`config.mk`:
```
export PLATFORM = sky130hd
export DESIGN_NAME = mem_port_arbiter
export DESIGN_NICKNAME = d
export VERILOG_FILES = /design/src/rtl/mem_port_arbiter.sv
export SDC_FILE = /design/constraint.sdc
export NUM_CORES = 1
export LEC_CHECK = 0
export ABC_AREA = 1
export CORE_AREA = 4 4 118 120
export CTS_CLUSTER_SIZE = 16
export DETAILED_ROUTE_END_ITERATION = 10
export DIE_AREA = 0 0 122 124
export GPL_TIMING_DRIVEN = 0
export HOLD_SLACK_MARGIN = 0.15
export PLACE_DENSITY = 0.76
export SYNTH_ARGS = -nofsm -noshare
export SYNTH_HDL_FRONTEND = slang
export SYNTH_SLANG_ARGS = --single-unit
```
`constraint.sdc`:
```
create_clock -name clk -period 1.6 [get_ports clk]
set_input_delay 0.16 -clock clk [delete_from_list [all_inputs] [get_ports clk]]
set_output_delay 0.16 -clock clk [all_outputs]
set_load 0.02 [all_outputs]
```
`src/rtl/mem_port_arbiter.sv`:
```
// Two-requester arbiter for the unified memory port: registered owner, optional lock, registered read return.
// Optional ARB_ROUND_ROBIN_EN: simultaneous unlocked requests alternate instead of fixed m0 priority.
module mem_port_arbiter #(
   parameter int ADDR_W   = 32,
   parameter int DATA_W   = 32,
   parameter int LOCK_MAX = 16
) (
   input  logic                clk,
   input  logic                rst_n,
   input  logic                m0_req,
   input  logic                m0_lock,
   input  logic [ADDR_W-1:0]   m0_addr,
   input  logic [DATA_W-1:0]   m0_wdata,
   input  logic [DATA_W/8-1:0] m0_wstrb,
   output logic                m0_gnt,
   output logic [DATA_W-1:0]   m0_rdata,
   output logic                m0_rvalid,
   input  logic                m1_req,
   input  logic                m1_lock,
   input  logic [ADDR_W-1:0]   m1_addr,
   input  logic [DATA_W-1:0]   m1_wdata,
   input  logic [DATA_W/8-1:0] m1_wstrb,
   output logic                m1_gnt,
   output logic [DATA_W-1:0]   m1_rdata,
   output logic                m1_rvalid,
   output logic [ADDR_W-1:0]   mem_addr,
   output logic [DATA_W-1:0]   mem_wdata,
   output logic [DATA_W/8-1:0] mem_wenable,
   input  logic [DATA_W-1:0]   mem_rdata
);
   localparam logic [7:0] LOCK_LAST = 8'(LOCK_MAX - 1);

   typedef enum logic [1:0] {NONE = 2'd0, OWN0 = 2'd1, OWN1 = 2'd2} owner_t;

   owner_t     owner_q, owner_d, oth_own, pick;
   logic [7:0] lock_cnt_q, lock_cnt_d;
   logic       cur_req, cur_lock, oth_req;
   logic       rd0_p0, rd1_p0;
`ifdef ARB_ROUND_ROBIN_EN
   logic       last_q;
`endif

   always_comb begin
      pick = NONE;
      if (m0_req && m1_req) begin
`ifdef ARB_ROUND_ROBIN_EN
         pick = last_q ? OWN0 : OWN1;
`else
         pick = OWN0;
`endif
      end else if (m0_req) begin
         pick = OWN0;
      end else if (m1_req) begin
         pick = OWN1;
      end
   end

   always_comb begin
      cur_req  = 1'b0;
      cur_lock = 1'b0;
      oth_req  = 1'b0;
      oth_own  = NONE;
      case (owner_q)
         OWN0: begin
            cur_req = m0_req; cur_lock = m0_lock; oth_req = m1_req; oth_own = OWN1;
         end
         OWN1: begin
            cur_req = m1_req; cur_lock = m1_lock; oth_req = m0_req; oth_own = OWN0;
         end
         default: ;
      endcase
   end

   // An unlocked handover goes through NONE; an expired lock hands over directly so the waiter is served.
   always_comb begin
      owner_d    = owner_q;
      lock_cnt_d = '0;
      if (owner_q == NONE || !cur_req) begin
         owner_d = pick;
      end else if (cur_lock && lock_cnt_q < LOCK_LAST) begin
         lock_cnt_d = lock_cnt_q + 8'd1;
      end else if (oth_req) begin
         owner_d = cur_lock ? oth_own : NONE;
      end else if (cur_lock) begin
         lock_cnt_d = lock_cnt_q;
      end
   end

   always_ff @(posedge clk or negedge rst_n) begin
      if (!rst_n) begin
         owner_q    <= NONE;
         lock_cnt_q <= '0;
      end else begin
         owner_q    <= owner_d;
         lock_cnt_q <= lock_cnt_d;
      end
   end

`ifdef ARB_ROUND_ROBIN_EN
   always_ff @(posedge clk or negedge rst_n) begin
      if (!rst_n)      last_q <= 1'b1;
      else if (m0_gnt) last_q <= 1'b0;
      else if (m1_gnt) last_q <= 1'b1;
   end
`endif

   assign m0_gnt = (owner_q == OWN0) && m0_req;
   assign m1_gnt = (owner_q == OWN1) && m1_req;

   always_comb begin
      mem_addr    = '0;
      mem_wdata   = '0;
      mem_wenable = '0;
      case (owner_q)
         OWN0: begin
            mem_addr = m0_addr; mem_wdata = m0_wdata; mem_wenable = m0_req ? m0_wstrb : '0;
         end
         OWN1: begin
            mem_addr = m1_addr; mem_wdata = m1_wdata; mem_wenable = m1_req ? m1_wstrb : '0;
         end
         default: ;
      endcase
   end

   assign rd0_p0 = m0_gnt && (m0_wstrb == '0);
   assign rd1_p0 = m1_gnt && (m1_wstrb == '0);

   // grant cycle -> registered read return
   always_ff @(posedge clk or negedge rst_n) begin
      if (!rst_n) begin
         m0_rvalid <= 1'b0;
         m1_rvalid <= 1'b0;
         m0_rdata  <= '0;
         m1_rdata  <= '0;
      end else begin
         m0_rvalid <= rd0_p0;
         m1_rvalid <= rd1_p0;
         if (rd0_p0) m0_rdata <= mem_rdata;
         if (rd1_p0) m1_rdata <= mem_rdata;
      end
   end
endmodule

```
==> summary.md, run 1 <==
| Metric | Value |
|---|---|
| Rows | 42 |
| Post-route cell area | 9150 um2 |
| Max frequency | 0.520 GHz |
| Worst-path fanout max | 7 |
| Max Cap Viol | 0 |
| Core area | 13000 um2 |
| Htree depth | 3 |
| Area of the mapped netlist | 4060 um2 |
| CTS max path bufs | 2 |
| I/O Pins | 310 |
| CP max stage delay | 380 ps |
| PnR worst setup slack | -324 ps |
| Slew Limit Headroom | 0.804 |
| DRC viols | 0 |
| Synth cell types | 23 |
| Largest net degree at the start of global routing | 60 |
| Num CTS Buffers | 9 |
| Die W | 122 um |
| Diodes inserted | 0 |
| Worst vdd ir | 0.711 mV |
| Die area | 15100 um2 |
| Vias in the first global route | 5193 |
| GRT Resource Usage Total | 0.264 |
| Crit. End Element | output port |
| Routed len/inst | 20.7 um |
| Crit path kind | flip-flop to output port |
| Worst skew pair latency | 330 ps |
| Seq cells post-synth | 76 |
| Dpl cells | 1047 |
| I/O Buffers | 309 |
| Post-synthesis instance total | 561 |
| First-pass GRT wire length | 30.1 mm |
| Setup-failing EPs final | 145 |
| Max Clock Skew | 4.59 ps |
| Overall die height | 124 um |
| R2r setup slk | -220 ps |
| Initial core utilization | 0.313 |
| WP data arrival | 1760 ps |
| Crit path cell chain | inv_2 -> ha_4 -> inv_6 -> buf_12 -> clkbuf_16 -> a21oi_2 -> buf_6 |
| Iter 0 DRT Violations | 274 |
| Status | finished, violations left |
| Synth-to-Final Area Change | 125% |
| Hold Crit Class | input pin to asynchronous set/reset pin |
| TritonCTS clock tree | built |
| Final #Nets | 1083 |
| CTS Root Buffer Type | clkbuf_16 |
| Initial antenna violation count | 3 |
| Synth Warn # | 0 |
| FF-to-FF End | owner_q[0] |
| CP startpoint kind | flip-flop |
| Register area share after synthesis | 0.469 |
| Unrepaired setup endpoints after global routing | yes |
| Via Count | 5301 |
| Detailed Routing Iterations Pass 1 | 5 |
| Post-Syn Nets | 739 |
| Crit path time final | 1920 ps |
| Dpl cell area | 7400 um2 |
| R2r startpoint | owner_q[1] |
| Max stage delay cell, worst path | dfrtp_1 |
| Fraction of layout cells with a size suffix above 1 | 0.319 |
| Reg2reg path depth | 12 |
| Worst-Margin Slew | 294 ps |
| Util after Layout | 0.705 |
| TNS Setup | -21770 ps |
| Failing checks | negative setup slack |
| Syn Area/Cell | 7.23 um2 |
| Crit. Startpoint | owner_q[1] |
| Commonest non-fill, non-tap cell in the layout | clkdlybuf4s50_1 |
| Final worst-path cycle share | 1.20 |
| Final Hold Fails | 0 |
| Commonest cells after routing, fill and taps aside | 238 x clkdlybuf4s50_1, 172 x nand2_1, 76 x dfrtp_1, 71 x buf_6, 61 x o21ai_1 |
| Hpwl dp | 15.7 mm |
| Total clock sinks | 76 |
| Post-route total power | 10.3 mW |
| Final wirelength | 22.5 mm |
| Vias per inst | 4.88 |
| Pleak | 4.04 nW |
| Power per Cell Area | 1120 nW/um2 |
| Required time of the critical path | 1440 ps |
| Clock-pin slew on the worst setup and hold paths | 60 ps |
| Final Wtd Congestion | 0.925 |
| Number of max-slew violations in the final report | 0 |
| Multi-input gate area | 2540 um2 |
| Fin cells | 1086 |
| Gr ovfl total | 0 |
| Register area | 1900 um2 |
| Fill cells | 972 |
| Routed Antenna Nets | 0 |
[power breakdown]
group          total, mW  internal [mW]  leakage (nW)  switching [mW]
Clock               2.26           1.39         0.159           0.864
Combinational       5.58           2.65          2.86            2.93
Sequential          2.45           2.25          1.02           0.197
[cell families after synthesis]
kind of cell | share of synthesized area
compound gates | 0.167
fa+ha+maj | 0.0123
buf+inv | 0.0944
flops | 0.469
simple gates | 0.258
[cell type report]
type / count / share of cell area
Timing Repair Buffer: 333 / 0.381
Sequential cell: 76 / 0.208
Clock inverter: 7 / 0.0115
Buffer: 35 / 0.0517
Tap cell: 176 / 0.0241
Inverter: 48 / 0.0208
Multi-Input combinational cell: 402 / 0.278
Clock buffer: 9 / 0.0246
[routing by layer]
| layer | track usage | up-vias | wire length (um) |
|---|---|---|---|
| li1 | - | 2463 | - |
| met1 | 0.315 | 2494 | 8230 |
| met2 | 0.437 | 278 | 10900 |
| met3 | 0.103 | 60 | 2370 |
| met4 | 0.0917 | 6 | 914 |
| met5 | 0 | - | 35 |
[cells in the mapped netlist]
cell type	instances	area share
buf_1	1	0.00092
nand3_2	2	0.0049
nor2_4	1	0.0028
inv_1	45	0.042
or2_2	1	0.0015
nor2_2	2	0.0031
inv_2	3	0.0028
buf_6	6	0.017
nand2_1	231	0.21
o21ai_2	3	0.0065
a21oi_1	68	0.084
nand3_1	8	0.0099
nor2_1	15	0.014
dfrtp_1	76	0.47
o21ai_1	61	0.075
o21ai_0	1	0.0012
clkbuf_1	9	0.0083
buf_4	1	0.0019
nand2_2	1	0.0015
buf_2	18	0.022
ha_1	4	0.012
nand4_1	3	0.0046
nand3b_1	1	0.0019
[through the flow]
step	hold WS [ps]	setup WS (ps)
4_1_cts	242	-301
3_3_place_gp	466	-2250
2_1_floorplan	-136	-17.8
6_report	244	-324
3_5_place_dp	53.9	-872
5_1_grt	255	-361
[registers in the layout (all words and copies together), names as in the netlist]
| register | count |
|---|---|
| m1_rvalid | 1 |
| m1_rdata | 32 |
| lock_cnt_q | 8 |
| owner_q | 2 |
| m0_rvalid | 1 |
| m0_rdata | 32 |
[what timing repair did]
item                                   in CTS  in global routing
pin swaps                                  34                 32
setup endpoints to repair                 132                145
resized for setup                         594                118
hold buffers                                1                  0
buffers inserted                           12                  2
endpoints found under the hold margin      76                  0
gates cloned                                4                  5
[worst max-delay path: cells and delay by family (launching register included)]
family                   cells  cell delay [ps]
buffers and inverters        5              600
flip-flops                   1              380
adder cells (fa/ha/maj)      1              300
AO/OA/AOI/OAI                1              150
[worst max-delay path by stage]
stage	cells past startpoint	slack, ps	endpoint
floorplan	6	-20	mem_addr[13]
global placement	1	-2250	m0_rdata[21]
detailed placement	7	-870	mem_addr[16]
CTS	7	-300	mem_wdata[0]
global route	7	-360	mem_addr[31]
finish	7	-320	mem_addr[8]
(Power assumes the default switching activity.)
==> inputs of run 2 (changes only) <==
--- a/config.mk
+++ b/config.mk
@@ -6,13 +6,13 @@
 export NUM_CORES = 1
 export LEC_CHECK = 0
 export ABC_AREA = 1
-export CORE_AREA = 4 4 118 120
+export CORE_AREA = 2 2 119 121
 export CTS_CLUSTER_SIZE = 16
 export DETAILED_ROUTE_END_ITERATION = 10
-export DIE_AREA = 0 0 122 124
+export DIE_AREA = 0 0 121 123
 export GPL_TIMING_DRIVEN = 0
 export HOLD_SLACK_MARGIN = 0.15
-export PLACE_DENSITY = 0.76
+export PLACE_DENSITY = 0.73
 export SYNTH_ARGS = -nofsm -noshare
 export SYNTH_HDL_FRONTEND = slang
 export SYNTH_SLANG_ARGS = --single-unit
==> constraint.sdc (replaced) <==
create_clock -name clk -period 2.05 [get_ports clk]
set_input_delay 0.205 -clock clk [delete_from_list [all_inputs] [get_ports clk]]
set_output_delay 0.205 -clock clk [all_outputs]
set_load 0.02 [all_outputs]
==> run 2 against run 1 <==
Compared with the run above: the flow now finishes without violations; via count shrank 8.4%; first-iteration DRC count shrank 23%; non-clock buffer count shrank 20; count of clock-buffer cells in the layout is the same; wire length shrank 17%; design area shrank 16%; worst hold slack gained 160 ps; utilization shrank 14 points; largest cell class unchanged.
==> summary.md, run 2 (synthesis gave the netlist of run 1 again) <==
| Metric | Value |
|---|---|
| Largest regs | m0_rdata (32), m1_rdata (32), lock_cnt_q (8) |
| TritonCTS clock tree | built |
| First-pass GRT wire length | 27.8 mm (-7.7%) |
| Gr ovfl total | 0 (unchanged) |
| Commonest non-fill, non-tap cell in the layout | clkdlybuf4s50_1 |
| Number of max-slew violations in the final report | 0 (unchanged) |
| Dpl cells | 1051 (+0.38%) |
| CP startpoint kind | flip-flop |
| Core area | 13600 um2 (+4.9%) |
| Crit path time final | 1990 ps |
| Multi-input gate area | 1890 um2 (-26%) |
| Die W | 121 um (-0.82%) |
| Status | complete, no violations |
| Register area | 1900 um2 (unchanged) |
| Setup-failing EPs final | 0 (-100%) |
| Max frequency | 0.502 GHz |
| Post-route total power | 6.59 mW (-36%) |
| Rows | 43 (+2.4%) |
| Max Clock Skew | 12.5 ps (+7.95 ps) |
| Via Count | 4855 (-8.4%) |
| WP data arrival | 1790 ps (+30 ps) |
| Slew Limit Headroom | 0.615 (-0.188) |
| Num CTS Buffers | 9 (unchanged) |
| Routed len/inst | 17.4 um (-16%) |
| Htree depth | 3 (unchanged) |
| Total clock sinks | 76 (unchanged) |
| Final Hold Fails | 0 (unchanged) |
| Largest net degree at the start of global routing | 42 (-30%) |
| R2r setup slk | 360 ps (+580 ps) |
| Required time of the critical path | 1850 ps (+410 ps) |
| Final #Nets | 1063 (-1.8%) |
| Overall die height | 123 um (-0.81%) |
| Reg2reg path depth | 7 (-5) |
| Fin Hold WS | 403 ps (+160 ps) |
| Max Cap Viol | 0 (unchanged) |
| Routed Antenna Nets | 0 (unchanged) |
| CTS Root Buffer Type | clkbuf_16 |
| DRC viols | 0 (unchanged) |
| FF-to-FF End | m0_rdata[23] |
| Pleak | 3.51 nW (-13%) |
| Initial core utilization | 0.298 (-0.0145) |
| Detailed Routing Iterations Pass 1 | 4 (-1) |
| Worst skew pair latency | 340 ps (about the same) |
| Die area | 14900 um2 (-1.6%) |
| Vias in the first global route | 5007 (-3.6%) |
| Final wirelength | 18.6 mm (-17%) |
| Vias per inst | 4.54 (-7.0%) |
| Final worst-path cycle share | 0.971 |
| Final Wtd Congestion | 0.862 (-6.8%) |
| I/O Buffers | 309 (unchanged) |
| Worst-path fanout max | 10 (+3) |
| I/O Pins | 310 (unchanged) |
| Diodes inserted | 0 (unchanged) |
| Hpwl dp | 14.6 mm (-6.8%) |
| Crit path kind | flip-flop to output port |
| Worst-Margin Slew | 577 ps (+283 ps) |
| GRT Resource Usage Total | 0.247 (-0.0168) |
| Worst vdd ir | 0.576 mV (-19%) |
| Iter 0 DRT Violations | 211 (-23%) |
| Unrepaired setup endpoints after global routing | yes |
| CTS max path bufs | 2 (unchanged) |
| Clock-pin slew on the worst setup and hold paths | 60 ps (about the same) |
| Fill cells | 1286 (+32%) |
| Hold Crit Class | input pin to asynchronous set/reset pin |
| Commonest cells after routing, fill and taps aside | 238 x clkdlybuf4s50_1, 231 x nand2_1, 76 x dfrtp_1, 61 x o21ai_1, 52 x a21oi_1 |
| Synth-to-Final Area Change | 89.1% |
| Initial antenna violation count | 0 (-3) |
| Fraction of layout cells with a size suffix above 1 | 0.174 (-0.145) |
| R2r startpoint | owner_q[0] |
| Power per Cell Area | 859 nW/um2 (-24%) |
| Crit. End Element | output port |
| Fin cells | 1070 (-1.5%) |
-- run 2: cell count changes in the layout (fill, tap and decap cells not counted), sizes merged --
| cell | change |
|---|---|
| bufinv | -2 |
| buf | -23 |
| dlygate4sd2 | +2 |
| clkdlybuf4s15 | +2 |
| clkbuf | -1 |
| clkinv | +2 |
-- run 2: stage by stage --
stage / cell area, um2 / setup slack, ps / TNS [ps] / util
global placement: 7380 / -1930 / -166690 / 0.542
detailed placement: 7390 / -486 / -21670 / 0.543
CTS: 7670 / -78.8 / -1250 / 0.563
finish: 7670 / 58.5 / 0 / 0.564
global route: 7670 / -17.6 / -32.5 / 0.564
floorplan: 4060 / 387 / 0 / -
-- run 2: area by class of cell --
cell class                 instances  share of cell area
multi-input combinational        402               0.246
buffer                            35              0.0406
sequential                        76               0.248
clock buffer                       9              0.0294
inverter                          48              0.0235
timing repair buffer             313               0.376
clock inverter                     7             0.00718
tap                              180              0.0294
-- run 2: what timing repair did --
| item | in CTS | in global routing |
|---|---|---|
| pin swaps | 0 | 2 |
| gates resized for setup | 345 | 47 |
| endpoints found under the setup margin | 70 | 68 |
| hold buffers | 1 | 0 |
| setup buffers | 0 | 2 |
| hold endpoints to repair | 35 | 0 |
-- run 2: layer usage --
metal / track usage / part of all wire / vias to the layer above
met3: 0.0895 / 0.10 / 44
met2: 0.402 / 0.45 / 204
met5: 0 / 0 / -
met1: 0.289 / 0.40 / 2186
li1: - / - / 2421
met4: 0.122 / 0.046 / 0
-- run 2: how the worst max path moves through the flow --
stage / cells after the start / end / from / slack, ps
after global placement: 1 / m0_rdata[16] / rst_n / -1930
after CTS: 7 / mem_wdata[29] / owner_q[1] / -80
final: 7 / mem_wdata[13] / owner_q[1] / 60
after detailed placement: 7 / mem_wdata[15] / owner_q[0] / -490
after floorplan: 6 / mem_addr[13] / owner_q[0] / 390
after global routing: 7 / mem_wdata[21] / owner_q[0] / -20
-- run 2: power by group --
part	switching, mW	internal [mW]	leakage [nW]
logic	1.77	1.40	2.35
clock network	0.673	0.837	0.139
registers	0.149	1.76	1.02
total	2.59	4.00	3.51
-- run 2: critical path, stage by stage (launching register included) --
cell	delay (ps)
dfrtp_1	380
inv_2	80
ha_4	270
inv_2	70
buf_8	150
clkbuf_8	160
a21oi_1	150
buf_4	180
==> inputs of run 3 (changes only) <==
==> constraint.sdc (replaced) <==
create_clock -name clk -period 2.05 [get_ports clk]
set_input_delay 0.205 -clock clk [delete_from_list [all_inputs] [get_ports clk]]
set_output_delay 0.205 -clock clk [all_outputs]
set_load 0.05 [all_outputs]
==> run 3 against run 2 <==
Compared with the run above: sequential share of layout area down 0.66 points; fmax up 0.25%; combinational power up 38%; count of clock-buffer cells in the layout up 3; highest routed layer unchanged; wire length down 9.9%; global-route usage down 2.9 points; largest cell class unchanged; clock power about the same; critical path type unchanged; clock skew down 6.2 ps; first-iteration DRC count down 17%.
==> summary.md, run 3 (synthesis gave the netlist of run 1 again) <==
| Metric | Value |
|---|---|
| I/O Buffers | 309 (unchanged) |
| Num CTS Buffers | 9 (unchanged) |
| TritonCTS clock tree | built |
| First-pass GRT wire length | 25.2 mm (-9.1%) |
| Power per Cell Area | 989 nW/um2 (+15%) |
| Required time of the critical path | 1850 ps (about the same) |
| Total internal power | 4.19 mW (+4.8%) |
| Crit path kind | flip-flop to output port |
| Commonest cells after routing, fill and taps aside | 238 x clkdlybuf4s50_1, 231 x nand2_1, 76 x dfrtp_1, 61 x o21ai_1, 60 x buf_4 |
| Largest net degree at the start of global routing | 50 (+19%) |
| Met2 GRT Util | 0.384 (-0.0176) |
| CP bufs+invs | 4 (-1) |
| Overall die height | 123 um (unchanged) |
| Crit path cell chain | inv_2 -> ha_4 -> buf_8 -> buf_4 -> nand2_1 -> a21oi_1 -> buf_4 |
| Util after Layout | 0.579 (+0.0154) |
| DP Worst Slack | -666 ps (-180 ps) |
| Routed Antenna Nets | 0 (unchanged) |
| WP depth | 7 (unchanged) |
| Clock-pin slew on the worst setup and hold paths | 60 ps (about the same) |
| Initial core utilization | 0.298 (unchanged) |
| Final worst-path cycle share | 0.969 (-0.00241) |
| Dpl cells | 1051 (unchanged) |
| Final #Nets | 1063 (unchanged) |
| Gate power share | 0.560 (+0.078) |
| Max frequency | 0.503 GHz (+0.25%) |
| GRT busiest layer | met2 |
| Synth-to-Final Area Change | 94.3% |
| CTS max path bufs | 2 (unchanged) |
| GRT Resource Usage Total | 0.218 (-0.0290) |
| Commonest non-fill, non-tap cell in the layout | clkdlybuf4s50_1 |
| Pleak | 3.51 nW (about the same) |
| Setup-failing EPs final | 0 (unchanged) |
| Rows | 43 (unchanged) |
| Fin cells | 1070 (unchanged) |
| Largest regs | m0_rdata (32), m1_rdata (32), lock_cnt_q (8) |
| Final Hold Fails | 0 (unchanged) |
| PnR worst setup slack | 63.4 ps (+4.93 ps) |
| Vias in the first global route | 4724 (-5.7%) |
| Hpwl dp | 13.4 mm (-8.0%) |
| Fraction of layout cells with a size suffix above 1 | 0.207 (+0.0326) |
| Clock power share | 0.196 (-0.033) |
| Die W | 121 um (unchanged) |
| CP max stage delay | 400 ps (+20 ps) |
| CTS Root Buffer Type | clkbuf_16 |
| Diodes inserted | 0 (unchanged) |
| GRT met1 Usage | 0.243 (-0.0462) |
| Final Wtd Congestion | 0.901 (+4.5%) |
| Max stage delay cell, worst path | dfrtp_1 |
| Net Sw Frac | 0.462 (+0.0687) |
| Cell family with most CP delay | buffers and inverters |
| Status | complete, no violations |
| Slew Limit Headroom | 0.636 (+0.0204) |
| Via Count | 4843 (-0.25%) |
| Max Cap Viol | 0 (unchanged) |
| Routed len/inst | 15.7 um (-9.9%) |
| Crit. Startpoint | owner_q[1] |
| Routing usage on met3 | 0.0720 (-0.0175) |
| Die area | 14900 um2 (unchanged) |
| TNS Setup | 0 ps (unchanged) |
| Core area | 13600 um2 (unchanged) |
| Worst-Margin Slew | 544 ps (-32.3 ps) |
| DRC viols | 0 (unchanged) |
| I/O Pins | 310 (unchanged) |
| Worst skew pair latency | 320 ps (-20 ps) |
| Hold Crit Class | input pin to asynchronous set/reset pin |
| Gr ovfl total | 0 (unchanged) |
| Crit. End Element | output port |
| R2r startpoint | owner_q[1] |
| CP startpoint kind | flip-flop |
| Total clock sinks | 76 (unchanged) |
| Crit path top cell by count | buf_4 |
| Switching Power | 3.60 mW (+39%) |
| Vias per inst | 4.53 (-0.25%) |
| Crit path time final | 1990 ps (-4.93 ps) |
| Detailed Routing Iterations Pass 1 | 4 (unchanged) |
| Iter 0 DRT Violations | 175 (-17%) |
| Worst-path fanout max | 10 (unchanged) |
| Worst vdd ir | 0.401 mV (-30%) |
| Final wirelength | 16.7 mm (-9.9%) |
| Htree depth | 3 (unchanged) |
| Post-route total power | 7.79 mW (+18%) |
| WP data arrival | 1780 ps (about the same) |
| Initial antenna violation count | 0 (unchanged) |
| Max Clock Skew | 6.36 ps (-6.18 ps) |
| Number of max-slew violations in the final report | 0 (unchanged) |
| Reg2reg path depth | 7 (unchanged) |
| Seq pwr share | 0.245 (-0.044) |
## run 3: final cells by class
type / count / area (um2)
repair buffers: 313 / 3000
well taps: 180 / 225
clock inverters: 4 / 50.0
inverters: 48 / 180
multi-input cells: 402 / 1990
clock buffers: 12 / 236
flip-flops and latches: 76 / 1900
fillers: 1323 / 5730
plain buffers: 35 / 305
## run 3: worst register-to-register path, stage by stage (launching register included)
cell	delay, ps
dfrtp_1	400
buf_4	150
ha_4	170
nand2_1	90
inv_2	80
nand3_2	80
clkbuf_1	440
o21ai_1	130
## run 3: worst paths after layout
| path | endpoint | slack [ps] |
|---|---|---|
| worst max register to register | m1_rdata[15] | 360 |
| worst min register to register | m0_rdata[0] | 480 |
| max in group asynchronous | m1_rdata[7] | 1130 |
| worst min-delay path | m0_rdata[1] | 350 |
| worst max-delay path | mem_wdata[9] | 60 |
| min in group clk | m0_rdata[13] | 440 |
## run 3: what timing repair did
item / 4_1_cts / 5_1_grt
hold buffers: 1 / 0
gates resized for setup: 441 / 36
buffers inserted: 2 / 0
endpoints found under the setup margin: 70 / 69
endpoints found under the hold margin: 27 / 0
## run 3: power by group through the flow
| stage | Clock [mW] | Sequential (mW) | Combinational, mW |
|---|---|---|---|
| final | 1.53 | 1.91 | 4.36 |
| after global routing | 1.63 | 1.94 | 4.59 |
| after CTS | 1.56 | 1.91 | 4.28 |
| after detailed placement | 0 | 1.93 | 4.24 |
| after global placement | 0 | 1.92 | 4.23 |
| after floorplan | 0 | 2.81 | 1.72 |
## run 3: layer usage
| metal | vias up | wire length (um) |
|---|---|---|
| li1 | 2421 | - |
| met2 | 227 | 8470 |
| met1 | 2171 | 6280 |
| met4 | 0 | 494 |
| met3 | 24 | 1500 |
| met5 | - | 0 |
## run 3: per-stage QoR
stage / instance area (um2) / hold WS, ps
global placement: 7500 / 469
detailed placement: 7520 / 159
floorplan: 4180 / -90.6
CTS: 7750 / 357
finish: 7880 / 345
global route: 7880 / 374
